<file path="config.mk">
export PLATFORM = sky130hd
export DESIGN_NAME = mem_arbiter
export DESIGN_NICKNAME = d
export VERILOG_FILES = /design/src/rtl/mem_arbiter.sv
export SDC_FILE = /design/constraint.sdc
export NUM_CORES = 1
export LEC_CHECK = 0
export ABC_AREA = 0
export CORE_ASPECT_RATIO = 1.4
export CORE_MARGIN = 4
export CORE_UTILIZATION = 31
export DETAILED_ROUTE_END_ITERATION = 10
export GPL_ROUTABILITY_DRIVEN = 1
export HOLD_SLACK_MARGIN = 0.15
export PLACE_DENSITY = 0.87
export SYNTH_ARGS = -nofsm -noshare
export SYNTH_HDL_FRONTEND = slang
export SYNTH_SLANG_ARGS = --single-unit
</file>
<file path="constraint.sdc">
create_clock -name CLK -period 2.66 [get_ports CLK]
set_input_delay 0.532 -clock CLK [delete_from_list [all_inputs] [get_ports CLK]]
set_output_delay 0.532 -clock CLK [all_outputs]
set_load 0.05 [all_outputs]
</file>
<file path="src/rtl/mem_arbiter.sv">
// Cache-bus memory responder: arbitrates icache/dcache requests onto one RAM port.
// Optional macro ARB_RR_EN switches fixed data-first priority to round-robin.
module mem_arbiter #(
  parameter int          TIMEOUT_CYCLES = 64,
  parameter logic [31:0] ERR_WORD       = 32'hBAD1BAD1
) (
  input  logic        CLK,
  input  logic        RST,
  input  logic        iREN,
  input  logic [31:0] iaddr,
  output logic        iwait,
  output logic [31:0] iload,
  input  logic        dREN,
  input  logic        dWEN,
  input  logic [31:0] daddr,
  input  logic [31:0] dstore,
  output logic        dwait,
  output logic [31:0] dload,
  output logic        ramREN,
  output logic        ramWEN,
  output logic [31:0] ramaddr,
  output logic [31:0] ramstore,
  input  logic [31:0] ramload,
  input  logic [1:0]  ramstate,
  output logic        err
);

  typedef enum logic [1:0] {IDLE, IREAD, DREAD, DWRITE} state_t;

  localparam logic [1:0]       ST_ACCESS = 2'd2;
  localparam logic [1:0]       ST_ERROR  = 2'd3;
  localparam int               CNT_W     = $clog2(TIMEOUT_CYCLES);
  localparam logic [CNT_W-1:0] CNT_LAST  = CNT_W'(TIMEOUT_CYCLES - 1);

  state_t           state, next_state;
  logic [CNT_W-1:0] count;
  logic [31:0]      addr_p1;
  logic [31:0]      store_p1;
  logic             grant_i, grant_dr, grant_dw;
  logic             held, done, fail;

`ifdef ARB_RR_EN
  // Set after a data transaction ends, so instruction fetch goes first next time.
  logic i_turn;
  always_comb grant_i = iREN && (i_turn || !(dREN || dWEN));
`else
  always_comb grant_i = iREN && !dREN && !dWEN;
`endif

  always_comb begin
    grant_dw = dWEN && !grant_i;
    grant_dr = dREN && !dWEN && !grant_i;
  end

  // Withdrawal wins over any RAM response in the same cycle.
  always_comb begin
    held = 1'b0;
    case (state)
      IREAD:   held = iREN;
      DREAD:   held = dREN;
      DWRITE:  held = dWEN;
      default: held = 1'b0;
    endcase
    done = held && (ramstate == ST_ACCESS);
    fail = held && !done && ((ramstate == ST_ERROR) || (count == CNT_LAST));
  end

  always_comb begin
    next_state = state;
    case (state)
      IDLE: begin
        if (grant_dw)      next_state = DWRITE;
        else if (grant_dr) next_state = DREAD;
        else if (grant_i)  next_state = IREAD;
      end
      default: begin
        if (!held || done || fail) next_state = IDLE;
      end
    endcase
  end

  always_comb begin
    iwait    = 1'b1;
    dwait    = 1'b1;
    iload    = '0;
    dload    = '0;
    err      = fail;
    ramREN   = 1'b0;
    ramWEN   = 1'b0;
    ramaddr  = '0;
    ramstore = '0;
    case (state)
      IREAD: begin
        ramREN  = 1'b1;
        ramaddr = addr_p1;
        if (done) begin
          iwait = 1'b0;
          iload = ramload;
        end else if (fail) begin
          iwait = 1'b0;
          iload = ERR_WORD;
        end
      end
      DREAD: begin
        ramREN  = 1'b1;
        ramaddr = addr_p1;
        if (done) begin
          dwait = 1'b0;
          dload = ramload;
        end else if (fail) begin
          dwait = 1'b0;
          dload = ERR_WORD;
        end
      end
      DWRITE: begin
        ramWEN   = 1'b1;
        ramaddr  = addr_p1;
        ramstore = store_p1;
        if (done || fail) begin
          dwait = 1'b0;
          dload = fail ? ERR_WORD : '0;
        end
      end
      default: ;
    endcase
  end

  always_ff @(posedge CLK) begin
    if (RST) begin
      state <= IDLE;
      count <= '0;
    end else begin
      state <= next_state;
      if (state == IDLE) count <= '0;
      else               count <= count + 1'b1;
    end
  end

`ifdef ARB_RR_EN
  always_ff @(posedge CLK) begin
    if (RST)               i_turn <= 1'b0;
    else if (done || fail) i_turn <= (state != IREAD);
  end
`endif

  // Grant stage: capture the winner's address/data so later bus changes are ignored.
  always_ff @(posedge CLK) begin
    if (state == IDLE) begin
      if (grant_i)                  addr_p1 <= iaddr;
      else if (grant_dr || grant_dw) addr_p1 <= daddr;
      if (grant_dw)                 store_p1 <= dstore;
    end
  end

endmodule

</file>
-- After elaboration in Yosys (flattened, before gate mapping)
Cells that the tools add are included.
- bits in registers: 72
- equal/unequal tests: 7
- muxes and demuxes: 22
- $add $sub $neg: 1
- reductions and logical operators: 27
- operator list (operator ; number):
    $mux W32 ; 8
    $pmux W32 S2 ; 1
    $mux W2 ; 5
    $eq A2 B2 Y1 const B ; 4
    $logic_and A1 B1 Y1 ; 8
    $add A6 B1 Y6 const B ; 1
    $eq A6 B6 Y1 const B ; 1
    $mux W1 ; 6
    $reduce_and A2 Y1 ; 3
    $logic_not A1 Y1 ; 5
    $logic_or A1 B1 Y1 ; 5
    $ne A4 B4 Y1 const B ; 1
    $reduce_bool A2 Y1 ; 2
    $reduce_or A2 Y1 ; 2
    $pmux W1 S3 ; 1
    $reduce_or A3 Y1 ; 1
    $eq A2 B1 Y1 const B ; 1
    $logic_not A2 Y1 ; 1
    $pmux W1 S2 ; 1

-- Depth between registers and ports, before layout
- depth after elaboration: 9
- mapped depth: 8

-- Worst setup path before layout
OpenSTA, ideal clock, no wires.
- kind: reg-to-output
- start point: reg state[0]
- end point: out dload[13]
- buffers on the path: 0
- stages on the path, launching flop included: 6
- setup slack: -652 ps
- arrival time: 2780 ps
- required time: 2128 ps
- cells stage by stage: dfxtp_1 > ha_1 > a222oi_1 > nor2_1 > nand3_1 > o21ai_0
- word-level cells in the longest chain between the ends: 9
- RTL lines (element ; RTL line ; RTL):
    start: declaration ; 35 ; state_t state, next_state;
    start signal: assignment ; 133 ; state <= next_state;
    $eq A2 B2 Y1 or $eq A2 B1 Y1 (tied branches) ; 58, 92 ;
    $pmux W1 S3 ; 58 ; case (state)
    $logic_and A1 B1 Y1 ; 64 ; done = held && (ramstate == ST_ACCESS);
    $logic_not A1 Y1 ; 65 ; fail = held && !done && ((ramstate == ST_ERROR) || (count == CNT_LAST));
    $logic_and A1 B1 Y1 (2 in series) ; 65 ;
    $mux W32 or $logic_or A1 B1 Y1 (tied branches) ; 110, 121, 119 ;
    $mux W32 (on tied branches) ; -- ;
    $pmux W32 S2 (*) ; 92 ; case (state)
    end: declaration ; 18 ; output logic [31:0] dload,
Every way passes the cells marked *; elsewhere a longest branch is shown, timed or not.

-- Worst setup path after layout
- start point: reg state[0]
- end point: out iload[29]
- word-level cells in the longest chain between the ends: 9
- RTL lines (element ; RTL line ; RTL):
    $eq A2 B2 Y1 or $eq A2 B1 Y1 (tied branches) ; 58, 92 ;
    $pmux W1 S3 ; 58 ;
    $logic_and A1 B1 Y1 ; 64 ;
    $logic_not A1 Y1 ; 65 ;
    $logic_and A1 B1 Y1 (2 in series) ; 65 ;
    $mux W32 ; 99 ; end else if (fail) begin
    $mux W32 ; 96 ; if (done) begin
    $mux W32 (*) ; 92 ;
    end: declaration ; 12 ; output logic [31:0] iload,
Marked as above.

==> run_results.csv <==
group,metric,value,unit
logic_synthesis,ys_top_cells_by_count,"sky130_fd_sc_hd__edfxtp_1 (64), sky130_fd_sc_hd__nor2_1 (46), sky130_fd_sc_hd__and2_1 (34)",
cts,clk_transition_reported_paths,0.06,ns
logic_synthesis,netlist_area,3650,um2
placement,buffer_ports.inserted,267,
global_routing,grt_max_degree,40,
cells_and_area,finish.net_count,766,
power_and_ir_drop,pwr-share-comb,33.1,%
logic_synthesis,synth.top_cell.area_share,52.7,%
die,num_io_pins,268,
sta,final_number_of_setup_violating_endpoints,65,
power_and_ir_drop,total_internal_power,2.77,mW
placement,pre_cts_ws,-0.432,ns
logic_synthesis,avgSynthCellArea,11.5,um2
flow_run,maxCapViolations,0,
cts,number_of_h_tree_levels,3,
drt,dr.first_iter.drc_count,91,
global_routing,antenna_found_initial,0,
min_path,hold_class,"reg2reg",
critical_path,worst_path_largest_cell_delay,0.59,ns
critical_path,critPathArrivalTime,2.47,ns
power_and_ir_drop,power_leakage,3.31,nW
sta,layout_worst_path_cycle_share,113,%
critical_path,cp.required,2.13,ns
power_and_ir_drop,power.share.clock,31.0,%
cells_and_area,area.growth.synth_to_final,129,%
drt,routed-via-count,3811,
placement,hpwl,10900,um
sta,final_critical_path_setup_slack,-0.339,ns
drt,route.detailed.wl_per_inst,19.9,um
global_routing,grt_pass1_vias,4240,
drt,routed_wl,15400,um
global_routing,grt_use_total,21.4,%
die,chipHeight,136,um
drt,avgViaCountPerCell,4.92,
die,dieArea,13600,um2
sta,max_freq,333,MHz
logic_synthesis,syn_nets,458,
sta,setup_repair_after_global_routing_missed_its_margin,"true",
logic_synthesis,yosysWarnings,0,
die,die_width,99.7,um
cts,worst_skew_pair_latency,0.32,ns
sta,fin_worst_skew,0.00391,ns
sta,hold_viol_final,0,
global_routing,grt_overflow,0,
drt,drtPass1Iterations,4,
power_and_ir_drop,pwr-share-seq,35.8,%
logic_synthesis,yosys_register_bits,72,
sta,final.hold.worst_slack,0.465,ns
sta,max-slew-margin-rel,60.8,%
die,rows,46,
sta,tightest_slew,0.588,ns
logic_synthesis,syn-instance-count,318,
logic_synthesis,synth_enable_flop_cells,64,
cts,tritoncts_num_sinks,72,
power_and_ir_drop,cellPowerDensity,483,nW/um2
die,starting_density_of_the_core,32.0,%
cts,cts_buffers,9,
critical_path,startpoint_type,"register",
sta,clock_period_minus_worst_slack,3.00,ns
run_status,run_status,"finished, violations left",
die,core-area,11400,um2
critical_path,critical-path-slowest-cell,"sky130_fd_sc_hd__or4b_4",
power_and_ir_drop,total_power,4.04,mW
cells_and_area,post_route_cells_drive_above_1_share,51.0,%
critical_path,timing.critical_path.to_type,"output port",
critical_path,maximum_fanout_along_the_worst_path,5,
critical_path,timing.setup.critical_path_class,"reg2out",
logic_synthesis,synthArstFlopShare,0,%
cells_and_area,num_antenna_cells,0,
cts,cts_tree,"done",
logic_synthesis,yosysSeqAreaShare,57.1,%
cts,cts_max_path_buffers,2,
power_and_ir_drop,power.switching_fraction,31.4,%
logic_synthesis,leading_cell_type_by_number_of_instances_after_synthesis,"sky130_fd_sc_hd__edfxtp_1",
power_and_ir_drop,peakVddDrop,524,uV
run_status,violations_in_the_final_reports,"setup timing",
logic_synthesis,yosys-top-cells-area,"sky130_fd_sc_hd__edfxtp_1 (53%), sky130_fd_sc_hd__mux2_2 (9.9%), sky130_fd_sc_hd__and2_1 (5.8%), sky130_fd_sc_hd__nor2b_1 (5.5%), sky130_fd_sc_hd__and3_1 (4.8%)",
cts,clockRootBuffer,"sky130_fd_sc_hd__clkbuf_16",
logic_synthesis,synth_top_cell_by_area,"sky130_fd_sc_hd__edfxtp_1",
critical_path,cells_along_the_critical_path,"buf_6, ha_4, a222oi_1, buf_4, buf_6, or4b_4, buf_12, nor2_4, buf_4, nor2_4, buf_12",
drt,drcViolationCount,0,
drt,route.antenna.remaining_nets,0,
logic_synthesis,yosys.cell_types.count,30,
power_and_ir_drop,switchingPower,1.27,mW
logic_synthesis,synthFlopType,"sky130_fd_sc_hd__edfxtp_1",
sta,slew_viol_final,0,
global_routing,global_route_wire_length_before_repair,22400,um
placement,globalplace.congestion,0.890,
-- cell type report --
class / count / area [um2]
sequential: 72 / 2090
timing repair buffer: 317 / 3750
clock buffer: 9 / 225
multi-input combinational: 223 / 2020
clock inverter: 7 / 86.3
tap: 144 / 180
fill: 713 / 3030
inverter: 3 / 11.3
-- cells by family after synthesis --
kind of cell               share of synthesized area, %
buffers and inverters                              2.64
and+or+nand+nor                                    23.4
muxes                                              9.88
adders and majority gates                          1.72
AOI/OAI and AO/OA                                  4.29
DFF                                                57.1
xor gates and xnor gates                          0.961
-- worst max-delay path: cells and delay by family (launching register included) --
family,cells,cell delay (ns)
AO/OA/AOI/OAI,1,0.06
flip-flops,1,0.38
buffers and inverters,6,0.82
AND/OR/NAND/NOR,3,0.74
adder cells (fa/ha/maj),1,0.12
-- what timing repair did --
item / 4_1_cts / 5_1_grt
hold buffers: 0 / 0
setup buffers: 13 / 9
pin swaps: 15 / 19
setup endpoints to repair: 67 / 67
resized for setup: 111 / 16
cloned: 8 / 1
-- placed cells by master, fill, tap and decap left out, drive strengths merged, types with 2 or more instances in the layout --
master           n
nor2b           32
and2            34
clkdlybuf4s50  132
mux2            32
nand3            5
inv              3
nand2b           2
edfxtp          64
nand2            3
clkinv           4
bufbuf           2
buf            179
bufinv           2
ha               5
clkbuf          10
o21ai           20
xnor2            2
dfxtp            8
and3            28
nor2            46
xor2             2
dlygate4sd2      3
-- through the flow --
stage	instance area (um2)	cells	TNS, ns	utilization [%]
floorplan	3810	318	-2.85	-
global placement	7220	738	-21.78	63.4
detailed placement	7220	738	-23.18	63.4
CTS	8290	771	-15.51	72.7
global route	8360	775	-20.64	73.4
finish	8360	775	-16.15	73.4
-- metal layers --
metal,part of all wire (%),vias up,wire (um),global-route usage (%)
met5,0,-,0,0
met4,2.2,0,341,9.72
met2,56,222,8570,40.9
met1,34,1823,5170,20.3
li1,-,1739,-,-
met3,8.7,27,1340,7.03
-- final timing paths --
kind           endpoint  slack, ns  cells past startpoint      from
min            count[0]       0.46                      1  count[0]
max           iload[29]      -0.34                     11  state[0]
max reg2reg  addr_p1[0]       0.30                      6  state[1]
min reg2reg    count[0]       0.46                      1  count[0]
-- power groups by stage --
stage                     clock network, mW  registers (mW)  logic (mW)
after floorplan                           0            1.45       0.683
after global placement                    0            1.46        1.20
after detailed placement                  0            1.47        1.23
after CTS                              1.28            1.45        1.32
after global routing                   1.33            1.46        1.40
final                                  1.25            1.45        1.34
-- sequential cells by signal, indices dropped and copies added (netlist names) --
register  cells
addr_p1      32
store_p1     32
count         6
state         2
Note: power is estimated with default switching activity, not from simulation.
==> patch 1: new RTL, same flow settings <==
The 4 states of `state_t` get a one-hot encoding in 4 bits.
--- a/src/rtl/mem_arbiter.sv
+++ b/src/rtl/mem_arbiter.sv
@@ -25,7 +25,7 @@
   output logic        err
 );
 
-  typedef enum logic [1:0] {IDLE, IREAD, DREAD, DWRITE} state_t;
+  typedef enum logic [3:0] {IDLE = 4'b0001, IREAD = 4'b0010, DREAD = 4'b0100, DWRITE = 4'b1000} state_t;
 
   localparam logic [1:0]       ST_ACCESS = 2'd2;
   localparam logic [1:0]       ST_ERROR  = 2'd3;
Check against the original RTL: same outputs for any inputs over 10 cycles, from zero or initial values and one cycle with RST high; not proved beyond that.
==> patch 1 against the unedited design <==
  * Sequential cell count up 2
  * Wire length is 3.9% lower
  * Critical path depth shrank 4
  * Cell area rose by 3.0%
  * Synthesized cell count is 4.4% higher
  * Global-route usage fell by 1.8 points
  * Clock skew increased by 0.0063 ns
  * Synthesized area rose by 3.3%
  * Total power fell by 15%
  * Die area is 3.1% higher
  * Worst setup slack improved by 0.40 ns
==> patch 1: results (changes against the unedited design) <==
Global routing
  • Vias in the first global route: 3889 (-8.3%)
  • Pin count of the biggest net entering global routing: 36 (-10%)
  • Total Routing Usage GR: 0.196 (-0.0181)
  • Initial antenna violation count: 0 (unchanged)
  • First-pass GRT wire length: 20900 um (-6.4%)

Clocking
  • Clk root buf: clkbuf_16
  • Clk buf depth: 2 (unchanged)
  • CTS clk-pin slew, worst paths: 0.05 ns
  • Clk Latency, worst-skew pair: 0.33 ns
  • Total CTS buffers: 9 (unchanged)
  • H-tree levels: 3 (unchanged)

Synthesis
  • Area leader, netlist: edfxtp_1
  • Syn_nets: 468 (+2.2%)
  • Synth cell count leaders: 64 x edfxtp_1, 45 x nor2_1, 34 x and2_1, 33 x nor2b_1, 32 x mux2_2
  • Synth cell types: 36 (+20%)
  • Post-synth EDFFs: 64 (unchanged)
  • Top post-synthesis cells by area: edfxtp_1 51%, mux2_2 9.6%, and2_1 5.6%
  • Synth warnings: 0 (unchanged)
  • Register area share after synthesis: 0.563 (-0.00776)
  • Avg Synthesized Cell Area: 11.4 um^2 (-1.0%)

Detailed routing
  • Initial DRC count: 99 (+8.8%)
  • Via Count: 3691 (-3.1%)
  • Drt first pass iters: 4 (unchanged)
  • DRT Wirelength: 14800 um (-3.9%)

Power
  • Pleak: 0.00334 uW (+0.89%)
  • Worst vdd ir: 0.417 mV (-20%)

Placed design
  • RePlAce Congestion: 0.931 (+4.6%)
  • I/O Buffers: 267 (unchanged)
  • Post-placement cell count: 745 (+0.95%)
  • Placed inst area: 0.00816 mm^2 (+13%)
  • DP Wirelength: 11900 um (+9.9%)

Critical path
  • Flop2flop setup slack: 0.48 ns (+0.18 ns)
  • CP arrival: 2.07 ns (-0.40 ns)
  • Maximum fanout along the worst path: 18 (+13)

Finish
  • Ant. Diodes: 0 (unchanged)
  • Share of layout cells above drive strength 1: 0.438 (-0.0723)
  • Largest regs: addr_p1 x32, store_p1 x32, count x6
  • Non-Filler Instances: 768 (-0.90%)
  • Fillers: 740 (+3.8%)

Run status
  • Run status: completed

Timing
  • Worst hold slack: 0.451 ns (-0.0135 ns)
  • Slew @ Worst Pin: 0.700 ns (+0.112 ns)
  • Final Skew: 0.0102 ns (+0.00632 ns)

Hold path
  • Min-delay worst type: reg2reg
patch 1: changes by cell type in the layout (fill, tap and decap cells not counted), moves of 11 or more:
cell and delta:
buf_12 +72, buf_4 -60, nor2b_2 +31, nor2b_1 -30
and3_1 +28, and3_4 -28, buf_6 -24, nor2_4 -24
nor2_1 +15, o21ai_1 +14, o21ai_2 -11
patch 1: where the power goes:
group	leakage [uW]	internal (uW)	switching [uW]	total, uW
sequential	0.000697	1420	38.4	1450
combinational	0.00251	430	368	798
clock	0.000135	714	451	1160
total	0.00334	2560	857	3420
patch 1: cell type report:
| type | instances | area (um^2) | area share |
|---|---|---|---|
| sequential | 74 | 2120 | 0.246 |
| clock buffer | 9 | 225 | 0.0261 |
| timing repair buffer | 298 | 4290 | 0.498 |
| multi-input combinational | 231 | 1720 | 0.200 |
| clock inverter | 6 | 58.8 | 0.00682 |
| inverter | 3 | 11.3 | 0.00131 |
| tap | 147 | 184 | 0.0213 |
patch 1: cells by family (layout without fill, tap and decap cells):
group / Yosys count / after routing / synth area share
adder cells (fa/ha/maj): 1 / 1 / 0.00332
AO/OA/AOI/OAI: 29 / 29 / 0.0475
XOR/XNOR: 5 / 5 / 0.0116
buffers and inverters: 28 / 316 / 0.0319
flip-flops: 74 / 74 / 0.563
AND/OR/NAND/NOR: 163 / 164 / 0.247
multiplexers: 32 / 32 / 0.0956
patch 1: path summary, 6_finish.rpt:
check,endpoint,cells after the start,startpoint
worst max register to register,addr_p1[19],3,state[0]
worst min-delay path,count[0],1,count[0]
worst min register to register,count[0],1,count[0]
worst max-delay path,dload[4],7,state[0]
patch 1: what timing repair did:
action | 4_1_cts | 5_1_grt
setup buffers | 2 | 4
resized for setup | 6 | 30
endpoints found under the setup margin | 51 | 43
hold buffers | 0 | 0
hold endpoints to repair | 0 | 0
pin swaps | 2 | 1
cloned | 1 | 1
patch 1: through the flow:
stage,utilization,total power [uW],setup WS (ns)
3_5_place_dp,0.687,2260,-0.0469
2_1_floorplan,-,1800,-0.300
6_report,0.725,3420,0.0600
3_3_place_gp,0.687,2220,0.0112
5_1_grt,0.725,3530,-0.0156
4_1_cts,0.714,3430,-0.0643
patch 1: per-layer routing:
metal	global-route usage	up-vias	wire length (um)
li1	-	1732	-
met1	0.172	1753	4640
met2	0.395	188	8540
met3	0.0570	18	1350
met4	0.0742	0	289
met5	0	-	0
patch 1: worst max-delay path, stage by stage (launching register included):
cell	delay [ns]
dfxtp_1	0.42
nor4b_4	0.46
buf_12	0.20
nand3_2	0.08
buf_4	0.21
o21ai_1	0.11
buf_4	0.15
buf_12	0.12
==> patch 2: new RTL, same settings <==
Made on the original files. Set the parameter `TIMEOUT_CYCLES` to 256 (it was 64).
--- a/src/rtl/mem_arbiter.sv
+++ b/src/rtl/mem_arbiter.sv
@@ -1,7 +1,7 @@
 // Cache-bus memory responder: arbitrates icache/dcache requests onto one RAM port.
 // Optional macro ARB_RR_EN switches fixed data-first priority to round-robin.
 module mem_arbiter #(
-  parameter int          TIMEOUT_CYCLES = 64,
+  parameter int          TIMEOUT_CYCLES = 256,
   parameter logic [31:0] ERR_WORD       = 32'hBAD1BAD1
 ) (
   input  logic        CLK,
Check against the original RTL: no difference found for any inputs over 10 cycles, from zero or initial values and one cycle with RST high; that may be too few to reach the edited logic, so the function may still have changed.
==> patch 2 against the unedited design <==
  * Sequential cell count increased by 2
  * The flow still finishes with violations (setup timing)
  * Wire length decreased by 3.6%
  * Cell area increased by 2.1%
  * Largest cell class unchanged
  * First-iteration DRC count increased by 48%
  * Critical endpoint is now dload[28]
  * Highest routed layer unchanged
  * Total power decreased by 7.2%
  * Register-to-register slack improved by 0.50 ns
  * Hold slack got worse by 0.016 ns
  * Synthesized area increased by 2.5%
  * Combinational power decreased by 21%
  * Synthesized cell count increased by 3.8%
  * Worst setup slack improved by 0.17 ns
==> patch 2: results (changes against the unedited design) <==
Detailed routing
  • DRT Wirelength: 14900 um (-3.6%)
  • Routed WL per cell: 19.0 um (-4.5%)

Run status
  • Failing checks: setup timing
  • Run status: finished with violations

Critical path
  • Worst R2R End: store_p1[23]
  • CP arrival: 2.29 ns (-0.18 ns)
  • Crit-path max cell delay: 0.42 ns (-0.17 ns)
  • Flop2flop setup slack: 0.80 ns (+0.50 ns)

Global routing
  • Vias in the first global route: 4097 (-3.4%)
  • Met3 usage: 0.0508 (-0.0195)
  • Pin count of the biggest net entering global routing: 36 (-10%)
  • First-pass GRT wire length: 21800 um (-2.8%)

Timing
  • Endpoints failing setup: 64 (-1.5%)
  • Worst hold slack: 0.449 ns (-0.0161 ns)
  • Final Skew: 0.00516 ns (+0.00124 ns)
  • Final TNS setup: -5.16 ns (+10.99 ns)
  • Max_slew headroom: 0.654 (+0.0461)
  • Final worst setup slack: -0.165 ns (+0.174 ns)

Synthesis
  • Fraction of the mapped netlist area in adder cells: 0.0167 (-0.000413)
  • Synth cell types: 33 (+10%)
  • Post-synthesis xor/xnor area fraction: 0.0117 (+0.00211)
  • Multiplexer area fraction after synthesis: 0.0964 (-0.00238)
  • Register area share after synthesis: 0.568 (-0.00305)
  • Avg Synthesized Cell Area: 11.3 um^2 (-1.3%)

Placed design
  • DP Wirelength: 11500 um (+6.2%)
  • RePlAce Congestion: 0.982 (+10%)

Finish
  • Fillers: 766 (+7.4%)

Clocking
  • CTS resizes: 106 (-4.5%)
-- patch 2: layout make-up --
cell class                      instances  area (um^2)  area share
Timing Repair Buffer                  310         3690       0.432
Multi-Input combinational cell        232         2200       0.258
Sequential cell                        74         2130       0.250
Clock buffer                           10          229      0.0268
Tap cell                              147          184      0.0215
Clock inverter                          5         80.1     0.00938
Inverter                                4         20.0     0.00235
-- patch 2: power by group through the flow --
| stage | Sequential (uW) | Combinational [uW] | Clock [uW] |
|---|---|---|---|
| after global placement | 1440 | 1000 | 0 |
| after global routing | 1440 | 1110 | 1330 |
| final | 1430 | 1060 | 1250 |
| after CTS | 1430 | 1070 | 1280 |
| after floorplan | 1440 | 554 | 0 |
| after detailed placement | 1450 | 1030 | 0 |
-- patch 2: layer usage --
layer	vias up	wire (um)
met4	0	385
li1	1771	-
met1	1804	4980
met5	-	0
met2	226	8140
met3	25	1360
